<file path="config.mk">
export PLATFORM = sky130hd
export DESIGN_NAME = load_store_unit_flat
export DESIGN_NICKNAME = d
export VERILOG_FILES = /design/src/rtl/mem_pkg.sv /design/src/rtl/load_store_unit_if.sv /design/src/rtl/load_store_unit_load_align.sv /design/src/rtl/load_store_unit.sv /design/src/flat_wrapper.sv
export SDC_FILE = /design/constraint.sdc
export NUM_CORES = 1
export LEC_CHECK = 0
export CAP_MARGIN = 20
export CORE_MARGIN = 2
export CORE_UTILIZATION = 50
export DETAILED_ROUTE_END_ITERATION = 8
export PLACE_DENSITY = 0.87
export SLEW_MARGIN = 20
export SYNTH_ARGS = -nofsm -noshare
export SYNTH_HDL_FRONTEND = slang
export SYNTH_SLANG_ARGS = --single-unit
export TNS_END_PERCENT = 30
</file>
<file path="constraint.sdc">
create_clock -name clk -period 3.7 [get_ports clk]
set_input_delay 0.925 -clock clk [delete_from_list [all_inputs] [get_ports clk]]
set_output_delay 0.925 -clock clk [all_outputs]
set_load 0.02 [all_outputs]
</file>
<file path="src/rtl/mem_pkg.sv">
// Shared encodings for the load/store stage: access sizes, FSM states, timeout counter width.
package mem_pkg;
    localparam logic [1:0] SZ_BYTE = 2'b00;
    localparam logic [1:0] SZ_HALF = 2'b01;
    localparam logic [1:0] SZ_WORD = 2'b10;

    localparam int CNT_W = 16;

    typedef enum logic [1:0] {
        IDLE = 2'd0,
        WAIT = 2'd1,
        DONE = 2'd2
    } state_t;
endpackage

</file>
<file path="src/rtl/load_store_unit_if.sv">
// Request/acknowledge data bus between the load/store stage (master) and memory (slave).
interface load_store_unit_if;
    logic        bus_req;
    logic        bus_we;
    logic [31:0] bus_addr;
    logic [3:0]  bus_be;
    logic [31:0] bus_wdata;
    logic [31:0] bus_rdata;
    logic        bus_ack;

    modport master (
        output bus_req, bus_we, bus_addr, bus_be, bus_wdata,
        input  bus_rdata, bus_ack
    );

    modport slave (
        input  bus_req, bus_we, bus_addr, bus_be, bus_wdata,
        output bus_rdata, bus_ack
    );
endinterface

</file>
<file path="src/rtl/load_store_unit_load_align.sv">
// Lane extraction for loads: shift read data down by the byte offset, then zero/sign-extend.
// Purely combinational, no latency, no backpressure.
module load_align
    import mem_pkg::*;
(
    input  logic [31:0] rdata,
    input  logic [1:0]  offset,
    input  logic [1:0]  size,
    input  logic        sign_ext,
    output logic [31:0] result
);
    logic [31:0] shifted;

    assign shifted = rdata >> {offset, 3'b000};

    always_comb begin
        result = shifted;
        case (size)
            SZ_BYTE: result = {{24{sign_ext & shifted[7]}},  shifted[7:0]};
            SZ_HALF: result = {{16{sign_ext & shifted[15]}}, shifted[15:0]};
            default: result = shifted;
        endcase
    end
endmodule

</file>
<file path="src/rtl/load_store_unit.sv">
// Data-memory access stage: issues one bus transaction per aligned load/store, 3 cycles minimum.
// Stalls the core while waiting for bus_ack; gives up with bus_err after TIMEOUT wait cycles.
module load_store_unit
    import mem_pkg::*;
#(
    parameter int TIMEOUT = 16
) (
    input  logic                      clk,
    input  logic                      rst_n,
    input  logic [31:0]               addr,
    input  logic [31:0]               store_data,
    input  logic                      mem_read,
    input  logic                      mem_write,
    input  logic [1:0]                size,
    input  logic                      sign_ext,
    output logic [31:0]               load_data,
    output logic                      stall,
    output logic                      misalign,
    output logic                      bus_err,
    load_store_unit_if.master         bus
);
    localparam logic [CNT_W-1:0] TMO_LAST = CNT_W'(TIMEOUT - 1);

    state_t           state, state_nxt;
    logic             act;
    logic             misaligned;
    logic             issue;
    logic             tmo_hit;
    logic [CNT_W-1:0] cnt;
    logic [3:0]       be_nxt;
    logic [31:0]      wdata_nxt;
    logic [1:0]       r_off;
    logic [1:0]       r_size;
    logic             r_sext;
    logic [31:0]      aligned;

    assign act     = mem_read | mem_write;
    assign tmo_hit = (TIMEOUT != 0) && (cnt == TMO_LAST);

    always_comb begin
        misaligned = 1'b0;
        be_nxt     = 4'b1111;
        wdata_nxt  = store_data;
        case (size)
            SZ_BYTE: begin
                be_nxt    = 4'b0001 << addr[1:0];
                wdata_nxt = {4{store_data[7:0]}};
            end
            SZ_HALF: begin
                misaligned = addr[0];
                be_nxt     = addr[1] ? 4'b1100 : 4'b0011;
                wdata_nxt  = {2{store_data[15:0]}};
            end
            SZ_WORD: misaligned = (addr[1:0] != 2'b00);
            default: misaligned = 1'b1;
        endcase
    end

    always_ff @(posedge clk or negedge rst_n) begin
        if (!rst_n) state <= IDLE;
        else        state <= state_nxt;
    end

    // act is only looked at in IDLE, so a held instruction cannot re-issue from DONE.
    always_comb begin
        state_nxt = state;
        stall     = 1'b0;
        misalign  = 1'b0;
        issue     = 1'b0;
        case (state)
            IDLE: begin
                if (act) begin
                    if (misaligned) begin
                        misalign = 1'b1;
                    end else begin
                        stall     = 1'b1;
                        issue     = 1'b1;
                        state_nxt = WAIT;
                    end
                end
            end
            WAIT: begin
                stall = 1'b1;
                if (bus.bus_ack || tmo_hit) state_nxt = DONE;
            end
            DONE:    state_nxt = IDLE;
            default: state_nxt = IDLE;
        endcase
    end

    load_align u_load_align (
        .rdata    (bus.bus_rdata),
        .offset   (r_off),
        .size     (r_size),
        .sign_ext (r_sext),
        .result   (aligned)
    );

    always_ff @(posedge clk or negedge rst_n) begin
        if (!rst_n) begin
            bus.bus_req   <= 1'b0;
            bus.bus_we    <= 1'b0;
            bus.bus_addr  <= '0;
            bus.bus_be    <= '0;
            bus.bus_wdata <= '0;
            load_data     <= '0;
            bus_err       <= 1'b0;
            cnt           <= '0;
            r_off         <= '0;
            r_size        <= '0;
            r_sext        <= 1'b0;
        end else begin
            case (state)
                IDLE: begin
                    if (issue) begin
                        bus.bus_req   <= 1'b1;
                        bus.bus_we    <= mem_write;
                        bus.bus_addr  <= {addr[31:2], 2'b00};
                        bus.bus_be    <= be_nxt;
                        bus.bus_wdata <= wdata_nxt;
                        r_off         <= addr[1:0];
                        r_size        <= size;
                        r_sext        <= sign_ext;
                        bus_err       <= 1'b0;
                        cnt           <= '0;
                    end
                end
                WAIT: begin
                    if (bus.bus_ack) begin
                        bus.bus_req <= 1'b0;
                        if (!bus.bus_we) load_data <= aligned;
                    end else if (tmo_hit) begin
                        bus.bus_req <= 1'b0;
                        bus_err     <= 1'b1;
                        load_data   <= '0;
                    end else begin
                        cnt <= cnt + CNT_W'(1);
                    end
                end
                default: ;
            endcase
        end
    end
endmodule

</file>
<file path="src/flat_wrapper.sv">
// flat-port wrapper written by rule: the top's interface ports become plain ports
module load_store_unit_flat import mem_pkg::*;
#(
    parameter int TIMEOUT = 16
)
  (clk, rst_n, addr, store_data, mem_read, mem_write, size, sign_ext, load_data, stall, misalign, bus_err, bus_bus_req, bus_bus_we, bus_bus_addr, bus_bus_be, bus_bus_wdata, bus_bus_rdata, bus_bus_ack);
  load_store_unit_if bus_i ();
  input  logic clk;
  input  logic rst_n;
  input  logic [31:0] addr;
  input  logic [31:0] store_data;
  input  logic mem_read;
  input  logic mem_write;
  input  logic [1:0] size;
  input  logic sign_ext;
  output logic [31:0] load_data;
  output logic stall;
  output logic misalign;
  output logic bus_err;
  output wire logic [$bits(bus_i.bus_req)-1:0] bus_bus_req;
  output wire logic [$bits(bus_i.bus_we)-1:0] bus_bus_we;
  output wire logic [$bits(bus_i.bus_addr)-1:0] bus_bus_addr;
  output wire logic [$bits(bus_i.bus_be)-1:0] bus_bus_be;
  output wire logic [$bits(bus_i.bus_wdata)-1:0] bus_bus_wdata;
  input wire logic [$bits(bus_i.bus_rdata)-1:0] bus_bus_rdata;
  input wire logic [$bits(bus_i.bus_ack)-1:0] bus_bus_ack;
  assign bus_bus_req = bus_i.bus_req;
  assign bus_bus_we = bus_i.bus_we;
  assign bus_bus_addr = bus_i.bus_addr;
  assign bus_bus_be = bus_i.bus_be;
  assign bus_bus_wdata = bus_i.bus_wdata;
  assign bus_i.bus_rdata = bus_bus_rdata;
  assign bus_i.bus_ack = bus_bus_ack;
  load_store_unit #(.TIMEOUT(TIMEOUT)) u_core (.clk(clk), .rst_n(rst_n), .addr(addr), .store_data(store_data), .mem_read(mem_read), .mem_write(mem_write), .size(size), .sign_ext(sign_ext), .load_data(load_data), .stall(stall), .misalign(misalign), .bus_err(bus_err), .bus(bus_i));
endmodule
</file>
==> metrics.cfg, run 1 <==
[critical_path]
timing.reg2reg.setup_slack_ns = 1.23
cp-start-kind = input pin
r2r_cells = 4
regToRegEndpoint = u_core.load_data[29]$_DFFE_PN0P_
crit_path_max_fanout = 9
worst_setup_path_end_kind = primary output
critPathRequiredTime_ns = 2.77
criticalPathCategory = in2out
critical_path.reg2reg.startpoint = u_core.r_off[1]$_DFFE_PN0P_
worstPathArrival_ns = 2.69

[die]
floorplan.rows = 40
fp.dieW_um = 115
floorplan.core_area_mm2 = 0.0120
die_height_um = 115
floorplan.initialDensity_pct = 51.1
io_pins = 209
die_area_mm2 = 0.0132

[yosys]
synth_edf_count = 0
seq_area_frac_synth_pct = 50.5
yosys.cell_count.top_type = sky130_fd_sc_hd__dfrtp_1
postSynthRegisterBits = 124
ys_top_cells_by_count = 124 x sky130_fd_sc_hd__dfrtp_1, 60 x sky130_fd_sc_hd__mux2_2, 60 x sky130_fd_sc_hd__o21ai_0
mappedNetlistArea_mm2 = 0.00614
synth-warning-count = 0
netlist_top_cells_area = sky130_fd_sc_hd__dfrtp_1 51%, sky130_fd_sc_hd__mux2_2 11%, sky130_fd_sc_hd__mux2i_1 5.9%, sky130_fd_sc_hd__o21ai_0 4.9%, sky130_fd_sc_hd__mux4_2 3.3%
post_synth.cell_area_avg_um2 = 12.5
netlist.top_cell.by_area = sky130_fd_sc_hd__dfrtp_1
dominantRegCellSynth = sky130_fd_sc_hd__dfrtp_1
synthCells = 490
synthDistinctLibCells = 62
yosysTopAreaCellShare_pct = 50.5
postSynth.asyncResetShare_pct = 100

[timing]
actual_slew_at_the_worst_max_slew_pin_ns = 0.909
layout_skew_ns = 0.0108
finalSetupViolations = 0
timing.max_slew.rel_slack_pct = 39.4
finalWorstSetupSlack_ns = 0.0821
tns_ns = 0
fmaxAchievable_ghz = 0.276
timing_hold_violations_final = 0
rsz_0062_raised_after_global_routing = false
final.period_utilization_pct = 97.8
timing_max_transition_violations_final = 0
post-route-min-period_ns = 3.62
hold_slack_ns = 0.500

[grt]
global_route.overflow_total = 0
vias_in_the_first_global_route = 5177
globalRouteTotalUtil_pct = 26.6
largest_net_degree_at_the_start_of_global_routing = 54
antenna_found_initial = 0
grt_pass1_wl_um = 27100

[routing]
vias_per_cell = 5.82
route.vias.total = 4973
drc = 0
first_pass_iters = 4
drt-initial-drc-count = 318
ant_nets = 0
postRouteWirelength_um = 17000
wl_per_cell_um = 19.9

[clocking]
clk_slew_on_worst_s_h_paths_ns = 0.06
cts.sink_count = 124
worst_skew_pair.late_latency_ns = 0.42
cts-htree-levels = 4
cts.path.max_buffers = 2
cts-root-buf = sky130_fd_sc_hd__clkbuf_16
numCtsBuffers = 17
cts_tree = done

[place]
dp.cells = 823
dp_worst_setup_slack_ns = 0.0388
detailedPlacementHpwl_um = 12300
gp_congestion = 0.869
numPortBuffers = 206
placement.cell_area_mm2 = 0.00828

[power]
report.power.total_mw = 7.01
p_leak_nw = 3.69
max-vdd-ir-drop_mv = 0.541
power_density_mw_per_mm2 = 788

[job]
maxCapViolations = 0

[finish]
layout.area.seq_mm2 = 0.00310
finalNetCount = 800
final_layout_size_suffix_gt1_share_pct = 21.0
area_growth_syn_to_layout_pct = 44.9
finish.instance_area_mm2 = 0.00890
fin_util_pct = 74.1
final_cells = 855
fillers = 807
n_antenna_cell = 0
multi_input_comb_area_mm2 = 0.00278

[outcome]
status = completed

[min_path]
hold_start = u_core.bus.bus_req$_DFFE_PN0P_
worst_hold_path_type = reg2reg
hold_path_depth = 1
worst_hold_path.endpoint = u_core.bus.bus_req$_DFFE_PN0P_

[logic make-up after synthesis]
kind of cell	synth area share [%]
simple gates	8.50
compound gates	15.0
fa+ha+maj	0.204
buf+inv	4.50
flops	50.5
xor+xnor	0.999
other cells	0.0611
mux	20.2
[layout by cell type (no fill, tap or decap), types with 2 or more instances in the layout]
cell type	instances
sky130_fd_sc_hd__a211o_1	2
sky130_fd_sc_hd__a21oi_1	14
sky130_fd_sc_hd__a21oi_2	2
sky130_fd_sc_hd__a221o_1	14
sky130_fd_sc_hd__a221o_2	2
sky130_fd_sc_hd__a22o_1	16
sky130_fd_sc_hd__a22o_2	7
sky130_fd_sc_hd__and2_1	2
sky130_fd_sc_hd__and4_1	3
sky130_fd_sc_hd__buf_4	17
sky130_fd_sc_hd__bufinv_16	3
sky130_fd_sc_hd__clkbuf_16	17
sky130_fd_sc_hd__clkdlybuf4s50_1	203
sky130_fd_sc_hd__clkinv_4	3
sky130_fd_sc_hd__clkinvlp_4	4
sky130_fd_sc_hd__conb_1	2
sky130_fd_sc_hd__dfrtp_1	123
sky130_fd_sc_hd__dlymetal6s2s_1	2
sky130_fd_sc_hd__inv_1	4
sky130_fd_sc_hd__inv_6	3
sky130_fd_sc_hd__mux2_2	60
sky130_fd_sc_hd__mux2i_1	36
sky130_fd_sc_hd__mux4_2	9
sky130_fd_sc_hd__nand2_1	17
sky130_fd_sc_hd__nand2b_1	4
sky130_fd_sc_hd__nand3_1	10
sky130_fd_sc_hd__nand4_1	5
sky130_fd_sc_hd__nor2_1	8
sky130_fd_sc_hd__nor2b_1	2
sky130_fd_sc_hd__nor3_1	2
sky130_fd_sc_hd__nor3b_4	2
sky130_fd_sc_hd__nor4_2	4
sky130_fd_sc_hd__o21a_1	2
sky130_fd_sc_hd__o21ai_0	59
sky130_fd_sc_hd__o31ai_1	2
sky130_fd_sc_hd__or3_1	4
sky130_fd_sc_hd__or4_1	2
sky130_fd_sc_hd__xnor2_1	5
sky130_fd_sc_hd__xor2_1	2
[cell type report]
class | count | area share, %
multi-input combinational | 325 | 31.2
tap | 147 | 2.07
timing repair buffer | 223 | 24.8
sequential | 124 | 34.9
clock inverter | 15 | 2.12
inverter | 4 | 0.169
clock buffer | 17 | 4.78
[critical path, stage by stage]
cell	delay (ns)
sky130_fd_sc_hd__clkdlybuf4s50_1	0.51
sky130_fd_sc_hd__buf_4	0.21
sky130_fd_sc_hd__nor2_8	0.04
sky130_fd_sc_hd__a21oi_2	0.19
sky130_fd_sc_hd__nor2b_1	0.19
sky130_fd_sc_hd__clkdlybuf4s50_1	0.62
[state kept, by name, indices dropped and copies added (netlist names)]
name	count
u_core.r_sext	1
u_core.cnt	16
u_core.bus_err	1
u_core.state	2
u_core.bus.bus_req	1
u_core.bus.bus_be	4
u_core.load_data	32
u_core.bus.bus_we	1
u_core.bus.bus_wdata	32
u_core.r_off	2
u_core.bus.bus_addr	30
u_core.r_size	2
[where the power goes]
part	leakage (nW)	internal (mW)	switching [mW]
Combinational	1.87	1.59	1.39
Sequential	1.54	1.88	0.439
Clock	0.288	1.07	0.648
[how the worst max path moves through the flow]
stage / to / startpoint
after floorplan: stall / size[0]
after CTS: misalign / size[1]
after global routing: misalign / size[0]
after global placement: stall / size[1]
after detailed placement: stall / size[1]
final: misalign / size[0]
[timing repair]
action	4_1_cts	5_1_grt
setup endpoints to repair	0	2
hold buffers	0	0
setup buffers	0	0
resized for setup	0	2
[layer usage]
metal | vias up | routed length [µm] | global-route usage (%)
met4 | 0 | 425 | 10.2
met2 | 156 | 8990 | 44.5
met3 | 27 | 1070 | 8.86
met1 | 2524 | 6540 | 32.2
met5 | - | 0 | 0
li1 | 2266 | - | -
Power figures use the tool's default switching activity.
==> run 2: changes to the inputs <==
SKIP_LAST_GASP = 1   (was not set)
==> results of run 2 <==
No change in the layout: final DEF, timing and power equal those of run 1.
==> run 3: changes to the inputs <==
CORE_MARGIN = not set   (was 2)
CORE_UTILIZATION = 60   (was 50)
DONT_BUFFER_PORTS = 1   (was not set)
PLACE_DENSITY = 0.76   (was 0.87)
==> run 3 against run 2 <==
Net effect:
- sequential share of layout area is 11 points higher
- worst setup slack better by 0.81 ns
- critical path depth is 2 lower
- count of clock-buffer cells in the layout stayed put
- critical path type is now reg2out
- largest power group is now sequential cells
==> metrics.cfg, run 3 (same netlist as run 1, synthesis figures left out) <==
[outcome]
status = completed

[timing]
rsz_0062_raised_after_global_routing = false
finalWorstSetupSlack_ns = 0.894  ; +0.812 ns
final.period_utilization_pct = 75.8  ; -22 points
finalSetupViolations = 0  ; unchanged
timing_max_transition_violations_final = 0  ; unchanged
timing.max_slew.rel_slack_pct = 35.6  ; -3.8 points
post-route-min-period_ns = 2.81  ; -0.812 ns
layout_skew_ns = 0.00831  ; -0.00251 ns
tns_ns = 0  ; unchanged
actual_slew_at_the_worst_max_slew_pin_ns = 0.966  ; +0.0571 ns
fmaxAchievable_ghz = 0.356  ; +29%
timing_hold_violations_final = 0  ; unchanged

[critical_path]
critPathRequiredTime_ns = 2.77  ; about the same
critical_path.reg2reg.startpoint = u_core.r_off[1]$_DFFE_PN0P_
critical-path-max-stage-delay_ns = 0.47  ; -0.15 ns
critPathSlowestCell = sky130_fd_sc_hd__dfrtp_1
cpLargestDelayFamily = simple AND/OR/NAND/NOR gates
r2r_cells = 4  ; unchanged
critPathCapture = misalign
crit_path_max_fanout = 29  ; +20
criticalPathCategory = reg2out
path_buf_inv = 1  ; -2
cp_num_cells = 4  ; -2
cp-start-kind = register
worstPathArrival_ns = 1.88  ; -0.81 ns
worst_setup_path_end_kind = primary output
timing.reg2reg.setup_slack_ns = 1.19  ; -0.04 ns
startpoint = u_core.state[1]$_DFFE_PN0P_
regToRegEndpoint = u_core.load_data[29]$_DFFE_PN0P_
crit_path_cell_trace = nor2_1 -> o21ai_2 -> buf_4 -> nor2b_1

[die]
fp.dieW_um = 103  ; -10%
die_area_mm2 = 0.0106  ; -19%
floorplan.core_area_mm2 = 0.00986  ; -18%
io_pins = 209  ; unchanged
die_height_um = 103  ; -10%
floorplan.rows = 36  ; -10%
floorplan.initialDensity_pct = 62.2  ; +11 points

[clocking]
cts_tree = done
postCtsSetupRepairBufs = 0  ; unchanged
cts-resized-gates = 0  ; unchanged
clk_slew_on_worst_s_h_paths_ns = 0.07  ; about the same
cts.path.max_buffers = 2  ; unchanged
cts_hold_repair.buffers = 0  ; unchanged
cts.sink_count = 124  ; unchanged
worst_skew_pair.late_latency_ns = 0.52  ; +0.10 ns
cts-root-buf = sky130_fd_sc_hd__clkbuf_8
numCtsBuffers = 17  ; unchanged
cts-htree-levels = 4  ; unchanged

[routing]
postRouteWirelength_um = 14400  ; -16%
drt-initial-drc-count = 245  ; -23%
vias_per_cell = 6.73  ; +16%
drc = 0  ; unchanged
ant_nets = 0  ; unchanged
wl_per_cell_um = 23.0  ; +15%
route.vias.total = 4208  ; -15%
first_pass_iters = 7  ; +3

[place]
dp_worst_setup_slack_ns = 0.900  ; +0.861 ns
detailedPlacementHpwl_um = 9870  ; -20%
placement.cell_area_mm2 = 0.00610  ; -26%
gp_congestion = 0.813  ; -6.4%
numPortBuffers = 0  ; -100%

[finish]
final_layout_size_suffix_gt1_share_pct = 27.8  ; +6.8 points
layout.area.seq_mm2 = 0.00310  ; about the same
multi_input_comb_area_mm2 = 0.00278  ; unchanged
finish.instance_area_mm2 = 0.00671  ; -25%
finalNetCount = 584  ; -27%
n_antenna_cell = 0  ; unchanged
layout_common_cells = 124 x sky130_fd_sc_hd__dfrtp_1, 60 x sky130_fd_sc_hd__mux2_2, 59 x sky130_fd_sc_hd__o21ai_0, 36 x sky130_fd_sc_hd__mux2i_1, 17 x sky130_fd_sc_hd__nand2_1
area_growth_syn_to_layout_pct = 9.25
fillers = 699  ; -13%
largest_registers = u_core.bus.bus_wdata x32, u_core.load_data x32, u_core.bus.bus_addr x30
mostFrequentLayoutCell = sky130_fd_sc_hd__dfrtp_1

[grt]
largest_net_degree_at_the_start_of_global_routing = 125  ; +130%
globalRouteTotalUtil_pct = 27.8  ; +1.1 points
vias_in_the_first_global_route = 4171  ; -19%
global_route.overflow_total = 0  ; unchanged
antenna_found_initial = 0  ; unchanged
grt_pass1_wl_um = 21900  ; -19%

[min_path]
worst_hold_path_type = in2async

[power]
max-vdd-ir-drop_mv = 0.476  ; -12%
power_switching_share_pct = 40.3  ; +5.0 points
power.combinational.fraction_pct = 20.5  ; -22 points
power_density_mw_per_mm2 = 859  ; +9.0%
total_switching_power_mw = 2.32  ; -6.2%
pwr-share-clk_pct = 27.8  ; +3.3 points
internal_power_component_mw = 3.44  ; -24%
p_leak_nw = 2.83  ; -23%
seq_power_share_pct = 51.7  ; +19 points

[job]
maxCapViolations = 0  ; unchanged

==> run 3: cell count changes in the layout (fill, tap and decap cells not counted), moves of 2 or more <==
cell                              delta
sky130_fd_sc_hd__clkdlybuf4s50_1   -203
sky130_fd_sc_hd__clkinv_4            -2
sky130_fd_sc_hd__bufinv_16           -3
sky130_fd_sc_hd__inv_6               +2
sky130_fd_sc_hd__clkinvlp_4          -4
sky130_fd_sc_hd__inv_8               +5
sky130_fd_sc_hd__dlymetal6s2s_1      -2
sky130_fd_sc_hd__buf_4              -11
sky130_fd_sc_hd__clkinv_8            +3
==> run 3: cell type report <==
cell class | count | share of cell area (%)
clock buffers | 17 | 6.17
well taps | 133 | 2.48
flip-flops and latches | 124 | 46.3
multi-input cells | 325 | 41.4
clock inverters | 15 | 2.52
inverters | 4 | 0.224
repair buffers | 7 | 0.970
==> run 3: worst min-delay path by stage <==
stage | from | end | slack, ns | cells past startpoint
2_1_floorplan | u_core.cnt[15]$_DFFE_PN0P_ | u_core.cnt[15]$_DFFE_PN0P_ | 0.46 | 1
3_3_place_gp | u_core.cnt[15]$_DFFE_PN0P_ | u_core.cnt[15]$_DFFE_PN0P_ | 0.49 | 1
3_5_place_dp | u_core.cnt[15]$_DFFE_PN0P_ | u_core.cnt[15]$_DFFE_PN0P_ | 0.51 | 1
4_1_cts | rst_n | u_core.load_data[2]$_DFFE_PN0P_ | 0.08 | 0
5_1_grt | rst_n | u_core.bus.bus_we$_DFFE_PN0P_ | 0.08 | 0
6_report | rst_n | u_core.load_data[5]$_DFFE_PN0P_ | 0.1 | 0
==> run 3: per-layer routing <==
layer | track usage [%] | part of all wire, % | vias to the layer above
met2 | 42.4 | 49 | 228
li1 | - | - | 1829
met1 | 35.2 | 39 | 2122
met4 | 12.4 | 2.2 | 0
met5 | 0 | 0 | -
met3 | 10.8 | 10 | 29
==> run 3: through the flow <==
stage | hold slack, ns | utilization, % | std cells | total power [mW]
floorplan | 0.464 | - | 491 | 3.89
global placement | 0.487 | 61.9 | 592 | 4.09
detailed placement | 0.511 | 61.9 | 592 | 4.17
CTS | 0.0843 | 67.8 | 624 | 5.78
global route | 0.0784 | 68.0 | 625 | 6.03
finish | 0.0975 | 68.0 | 625 | 5.77
==> run 3: power groups by stage <==
| stage | clock network [mW] | registers, mW | logic (mW) |
|---|---|---|---|
| global route | 1.68 | 3.05 | 1.30 |
| detailed placement | 0 | 2.99 | 1.17 |
| global placement | 0 | 2.98 | 1.11 |
| finish | 1.60 | 2.98 | 1.18 |
| CTS | 1.62 | 2.98 | 1.18 |
| floorplan | 0 | 2.78 | 1.11 |
